===== src/rtl/imem_load_arbiter.sv =====
// imem_load_arbiter: owns the single-port instruction memory. After reset it
// holds the CPU stalled while a program is streamed in from word 0 upward,
// then serves fetches. A load arriving at runtime pre-empts fetch, rewrites
// the program and restarts the CPU at PC 0.
module imem_load_arbiter #(
    parameter int ADDR_W = 8,
    parameter int DATA_W = 32
) (
    input  logic              clk,
    input  logic              reset,
    input  logic              fetch_req,
    input  logic [31:0]       fetch_addr,
    output logic [DATA_W-1:0] fetch_instr,
    output logic              fetch_valid,
    output logic              cpu_stall,
    output logic              pc_restart,
    input  logic              load_valid,
    input  logic [DATA_W-1:0] load_data,
    input  logic              load_last,
    output logic              load_ready,
    output logic [ADDR_W-1:0] mem_addr,
    output logic [DATA_W-1:0] mem_wdata,
    output logic              mem_we,
    input  logic [DATA_W-1:0] mem_rdata,
    output logic [ADDR_W:0]   load_count,
    output logic              boot_done,
    output logic              load_overflow
);

    typedef enum logic {ST_LOAD, ST_RUN} state_t;

    state_t            state_q, state_d;
    logic [ADDR_W:0]   count_q, count_d;
    logic              fetch_valid_q, fetch_valid_d;
    logic              pc_restart_q, pc_restart_d;
    logic              boot_done_q, boot_done_d;
    logic              overflow_q, overflow_d;
    logic [DATA_W-1:0] instr_hold_q, instr_hold_d;

    logic [ADDR_W-1:0] wr_ptr;
    logic              load_acc;
    logic              load_end;
    logic              fetch_acc;
    logic              reload;
    logic              unused_fetch_bits;

    // The write pointer and the word count advance together and are both
    // cleared on LOAD entry, so the pointer is simply the count's low bits.
    assign wr_ptr    = count_q[ADDR_W-1:0];
    assign load_acc  = (state_q == ST_LOAD) && !reset && load_valid;
    assign load_end  = load_acc && (load_last || (wr_ptr == '1));
    assign fetch_acc = (state_q == ST_RUN) && !reset && fetch_req;
    assign reload    = (state_q == ST_RUN) && !reset && load_valid;

    // Byte-offset and high PC bits carry no meaning for a word memory.
    assign unused_fetch_bits = ^{fetch_addr[31:ADDR_W+2], fetch_addr[1:0]};

    // Next-state logic: load sequencing, pre-emption and fetch bookkeeping.
    always_comb begin
        state_d       = state_q;
        count_d       = count_q;
        fetch_valid_d = fetch_acc;
        pc_restart_d  = 1'b0;
        boot_done_d   = boot_done_q;
        overflow_d    = overflow_q;
        // Keep the last delivered instruction once the memory output moves on.
        instr_hold_d  = fetch_valid_q ? mem_rdata : instr_hold_q;

        if (load_acc) begin
            count_d = count_q + 1'b1;
        end
        if (load_end) begin
            state_d      = ST_RUN;
            pc_restart_d = 1'b1;
            boot_done_d  = 1'b1;
            if (!load_last) begin
                overflow_d = 1'b1;
            end
        end
        // A new stream in RUN is only noticed here; its first word is taken
        // once back in LOAD, while this cycle's fetch still completes.
        if (reload) begin
            state_d = ST_LOAD;
            count_d = '0;
        end
    end

    // State and registered outputs; reset returns to LOAD without touching memory.
    always_ff @(posedge clk) begin
        if (reset) begin
            state_q       <= ST_LOAD;
            count_q       <= '0;
            fetch_valid_q <= 1'b0;
            pc_restart_q  <= 1'b0;
            boot_done_q   <= 1'b0;
            overflow_q    <= 1'b0;
            instr_hold_q  <= '0;
        end else begin
            state_q       <= state_d;
            count_q       <= count_d;
            fetch_valid_q <= fetch_valid_d;
            pc_restart_q  <= pc_restart_d;
            boot_done_q   <= boot_done_d;
            overflow_q    <= overflow_d;
            instr_hold_q  <= instr_hold_d;
        end
    end

    // Memory port: loader writes win in LOAD, fetch reads in RUN, else idle at 0.
    always_comb begin
        mem_we    = load_acc;
        mem_wdata = load_acc ? load_data : '0;
        mem_addr  = '0;
        if (load_acc) begin
            mem_addr = wr_ptr;
        end else if (fetch_acc) begin
            mem_addr = fetch_addr[ADDR_W+1:2];
        end
    end

    // The memory's own output register supplies fresh data; otherwise hold.
    assign fetch_instr   = fetch_valid_q ? mem_rdata : instr_hold_q;
    assign fetch_valid   = fetch_valid_q;
    assign cpu_stall     = reset || (state_q == ST_LOAD);
    assign pc_restart    = pc_restart_q;
    assign load_ready    = (state_q == ST_LOAD) && !reset;
    assign load_count    = count_q;
    assign boot_done     = boot_done_q;
    assign load_overflow = overflow_q;

endmodule


===== config.mk =====
export PLATFORM = sky130hd
export DESIGN_NAME = imem_load_arbiter
export DESIGN_NICKNAME = d
export VERILOG_FILES = /design/src/rtl/imem_load_arbiter.sv
export SDC_FILE = /design/constraint.sdc
export NUM_CORES = 1
export LEC_CHECK = 0
export ABC_AREA = 1
export BUFFER_PORTS_ARGS = -buffer_cell sky130_fd_sc_hd__buf_2
export CORE_MARGIN = 4
export CORE_UTILIZATION = 38
export CTS_BUF_LIST = sky130_fd_sc_hd__clkbuf_16
export CTS_CLUSTER_DIAMETER = 30
export DETAILED_ROUTE_END_ITERATION = 12
export PLACE_DENSITY = 0.85
export SLEW_MARGIN = 20
export SYNTH_ARGS = -nofsm -noshare
export SYNTH_HDL_FRONTEND = slang
export SYNTH_SLANG_ARGS = --single-unit

===== constraint.sdc =====
create_clock -name clk -period 1.5 [get_ports clk]
set_input_delay 0.225 -clock clk [delete_from_list [all_inputs] [get_ports clk]]
set_output_delay 0.225 -clock clk [all_outputs]
set_load 0.01 [all_outputs]

## Word-level counts from Yosys, hierarchy flattened

Index checks and enable logic that the tools add are counted.

- Register bits after elaboration: 46
- Output and inout port bits: 88
- Logic and storage cells: 27

- Multiplexer cells: 5
- Add/subtract/negate cells: 1
- Eq/ne operators: 1
- Reductions and logical operators: 11
- Bitwise logic cells: 2

Operators with widths:

| cell | count |
|---|---|
| $mux 32 | 2 |
| $mux 8 | 2 |
| $add 9x1->9 const B | 1 |
| $eq 8x8->1 const B | 1 |
| $logic_and 1x1->1 | 6 |
| $logic_or 1x1->1 | 2 |
| $not 1->1 | 2 |
| $reduce_and 2->1 | 1 |
| $reduce_or 2->1 | 1 |
| $logic_not 1->1 | 1 |
| $mux 1 | 1 |

## Logic depth before layout (Yosys ltp)

- Depth after elaboration: 5
- Mapped depth: 8
- Mapped depth without buffers: 7

## Worst setup path after synthesis

OpenSTA, ideal clock, no wires.

- Kind: reg2out
- Start: register state_q
- End: output mem_wdata[10]
- Cell stages (with the launch flop): 6
- Path slack: 189 ps
- Buffers on the path: 2
- Arrival: 1086 ps
- Path through: dfxtp_1 -> nor2_4 -> nand2_4 -> buf_6 -> buf_2 -> nor2_1

- Longest elaborated chain between the ends: 4

RTL lines:

| item | RTL line | RTL |
|---|---|---|
| start, declared | 32 | `state_t state_q, state_d;` |
| start signal, assigned | 99 | `state_q <= state_d;` |
| $not 1->1 | n/a |  |
| $logic_and 1x1->1 | n/a |  |
| named net load_ready | 20 | `output logic load_ready,` |
| $logic_and 1x1->1 | 50 | `assign load_acc = (state_q == ST_LOAD) && !reset && load_valid;` |
| $mux 32 | 112 | `mem_wdata = load_acc ? load_data : '0;` |
| end, declared | 22 | `output logic [DATA_W-1:0] mem_wdata,` |

The timed path passes the listed nets, and every way through them passes these cells.

## Worst setup path after layout

- Start: register state_q
- End: output mem_wdata[13]

- Longest elaborated chain between the ends: 4

RTL lines:

| item | RTL line |
|---|---|
| $not 1->1 | 50 |
| $logic_and 1x1->1 (2 in series) | 50 |
| $mux 32 | 112 |

Every way passes these cells.

==> results.py <==
metrics = {
    "min_path": {
        "worst_hold_path_type": "primary input to register",
    },
    "flow_run": {
        "cap_violations": 0,
    },
    "drt": {
        "wl_met1_mm": 2.74,
        "routed-wl-met2_mm": 3.64,
        "via_count": 2687,
        "drtAntennaViolNets": 0,
        "firstDrtPassIters": 4,
        "totalWireLength_mm": 7.41,
        "vias_per_cell": 4.62,
        "drt_iter0_markers": 58,
        "drc": 0,
        "top_layer": "met4",
        "wl_per_cell_um": 12.8,
        "wl_met3_um": 824,
    },
    "synthesis": {
        "ys_ff_latch": 46,
        "netlist_area_um2": 2200,
        "synth_cell_types": 22,
        "synth_area_per_cell_um2": 6.50,
        "postSynthCellCount": 338,
        "yosysSeqAreaShare_pct": 41.9,
        "syn_nets": 440,
        "yosysWarnings": 0,
    },
    "timing": {
        "slew_headroom_pct": 77.9,
        "hold_viol_final": 0,
        "layout_setup_ws_ns": -0.0328,
        "fin_crit_sh_pct": 102,
        "rsz0062_at_grt": "yes",
        "fin_crit_ns": 1.53,
        "clock-skew-final_ns": 0.00369,
        "max_freq_mhz": 652,
        "worst_slew_pin_slew_ns": 0.332,
        "setup-violations-final": 19,
        "finalMaxSlewViolations": 0,
    },
    "cells_and_area": {
        "layout.area.seq_um2": 925,
        "layout-drive-gt1-share_pct": 42.6,
        "syn2layout_area_growth_pct": 59.3,
        "multiInputGateArea_um2": 1120,
        "fin_util_pct": 63.1,
        "nNetsFinal": 611,
        "finalInstanceArea_um2": 3500,
        "antenna_cells": 0,
        "fill_cells": 444,
    },
    "global_routing": {
        "grtUsageTotal_pct": 18.4,
        "grt_pass1_vias": 2492,
        "grt_pass1_wl_mm": 10.8,
        "gr-total-overflow": 0,
        "antenna_found_initial": 0,
        "grt_max_degree": 34,
    },
    "cts": {
        "clk_pin_slew_worst_paths_ns": 0.06,
        "htreeDepth": 2,
        "cts_root_buf": "clkbuf_16",
        "clk_path_buf_depth": 2,
        "cts_sinks": 46,
        "insertion_delay_ns": 0.27,
        "numCtsBuffers": 5,
        "cts_tree": "done",
        "cts_hold_buffers": 0,
    },
    "placed_design": {
        "portBuffers": 164,
        "place.gp.congestion": 0.865,
        "place_hpwl_mm": 5.05,
        "placed_area_um2": 3100,
    },
    "floorplan": {
        "die_x_um": 84.0,
        "io_pins": 189,
        "initial_core_util_pct": 39.6,
        "die_h_um": 84.0,
        "fp.dieArea_um2": 7060,
        "core_um2": 5540,
        "rows": 27,
    },
    "power": {
        "leakagePower_nw": 2.06,
        "power.density_nw_per_um2": 776,
        "ir_drop_v": 0.000477,
    },
    "setup_path": {
        "start_kind": "register",
        "worstSetupPathType": "register to primary output",
        "end_kind": "primary output",
        "crit_required_ns": 1.27,
        "crit_fanout": 11,
        "crit_arrival_ns": 1.31,
    },
    "run_status": {
        "violations": "negative setup slack",
        "run_status": "complete, but fails checks",
    },
}
[layer usage]
layer,track usage (%),vias up
met1,19.6,1153
li1,-,1370
met2,32.5,146
met4,8.04,0
met3,6.61,18
met5,0,-
[metrics by stage]
step	setup WS, ns	setup TNS (ns)	power, mW	hold slack (ns)	std cells
after floorplan	0.189	0	1.45	0.373	338
after global placement	0.143	0	1.64	0.439	567
after detailed placement	0.127	0	1.65	0.442	567
after CTS	-0.0220	-0.0714	2.68	0.216	577
after global routing	-0.114	-3.04	2.85	0.224	581
final	-0.0328	-0.254	2.71	0.221	581
[logic make-up (layout without fill, tap and decap cells)]
| group | Yosys count | count (layout) | synth area share (%) |
|---|---|---|---|
| AOI/OAI and AO/OA | 53 | 53 | 12.1 |
| xor gates and xnor gates | 1 | 1 | 0.399 |
| adders and majority gates | 1 | 1 | 0.570 |
| buffers and inverters | 68 | 238 | 12.8 |
| DFF | 46 | 46 | 41.9 |
| and+or+nand+nor | 169 | 170 | 32.2 |
[layout by cell type (no fill, tap or decap)]
cell,synthesis,routed
a21oi_1,40,40
buf_12,0,2
buf_2,9,156
buf_4,0,7
buf_6,2,13
buf_8,0,1
clkbuf_16,0,5
clkinv_2,0,3
dfxtp_1,46,45
dfxtp_4,0,1
ha_1,1,1
inv_1,51,51
nand2_1,114,114
nand2_2,2,3
nand2_4,1,1
nand3_1,7,7
nand3b_1,2,2
nand4_1,1,1
nor2_1,35,21
nor2_2,0,3
nor2_4,2,13
nor2_8,1,1
nor3_1,3,3
nor3_2,1,1
o21ai_0,9,1
o21ai_1,4,5
o21ai_2,0,7
xor2_1,1,1
[worst paths after layout]
check                                   endpoint  slack, ns  depth (start not counted)          start
worst max-delay path               mem_wdata[13]      -0.03                          5        state_q
worst min-delay path            instr_hold_q[13]       0.22                          3  mem_rdata[13]
worst min register to register     load_overflow       0.45                          2  load_overflow
worst max register to register         boot_done       0.09                          9        state_q
[synthesized netlist by cell type]
master,instances,area (µm²)
nand3_1,7,35.0
o21ai_1,4,20.0
buf_2,9,45.0
dfxtp_1,46,921
clkbuf_1,5,18.8
a21oi_1,40,200
nand2_2,2,12.5
inv_1,51,191
nor2_4,2,22.5
xor2_1,1,8.76
clkinv_1,1,3.75
nand2_4,1,11.3
nand3b_1,2,15.0
nor3_2,1,10.0
nor2_8,1,20.0
nor2_1,35,131
nand2_1,114,428
nor3_1,3,15.0
buf_6,2,22.5
nand4_1,1,6.26
o21ai_0,9,45.0
ha_1,1,12.5
[layout make-up]
type	instances	share of cell area, %
clock buffers	5	3.58
well taps	72	2.58
clock inverters	2	0.286
repair buffers	179	29.6
inverters	52	5.62
flip-flops and latches	46	26.4
multi-input cells	225	31.9
[registers in the layout, summed over array words and instances, names as in the netlist]
signal,count
instr_hold_q,32
pc_restart,1
load_overflow,1
boot_done,1
fetch_valid,1
state_q,1
load_count,9
[power by group]
| group | total [mW] | switching, mW | internal, mW |
|---|---|---|---|
| registers | 1.25 | 0.0110 | 1.24 |
| logic | 0.452 | 0.245 | 0.207 |
| clock network | 1.01 | 0.409 | 0.601 |
[critical path, stage by stage (launching register included)]
cell     delay [ns]
dfxtp_4        0.36
nor2_4         0.14
nand2_4        0.12
buf_12         0.18
nor2_1         0.08
buf_2          0.15
[repair_timing]
action,CTS,global route
setup endpoints to repair,39,44
hold endpoints to repair,0,0
gates cloned,1,1
resized for setup,18,43
pin swaps,2,2
setup buffers,2,3
No activity file was read; power rests on OpenSTA's default activity.
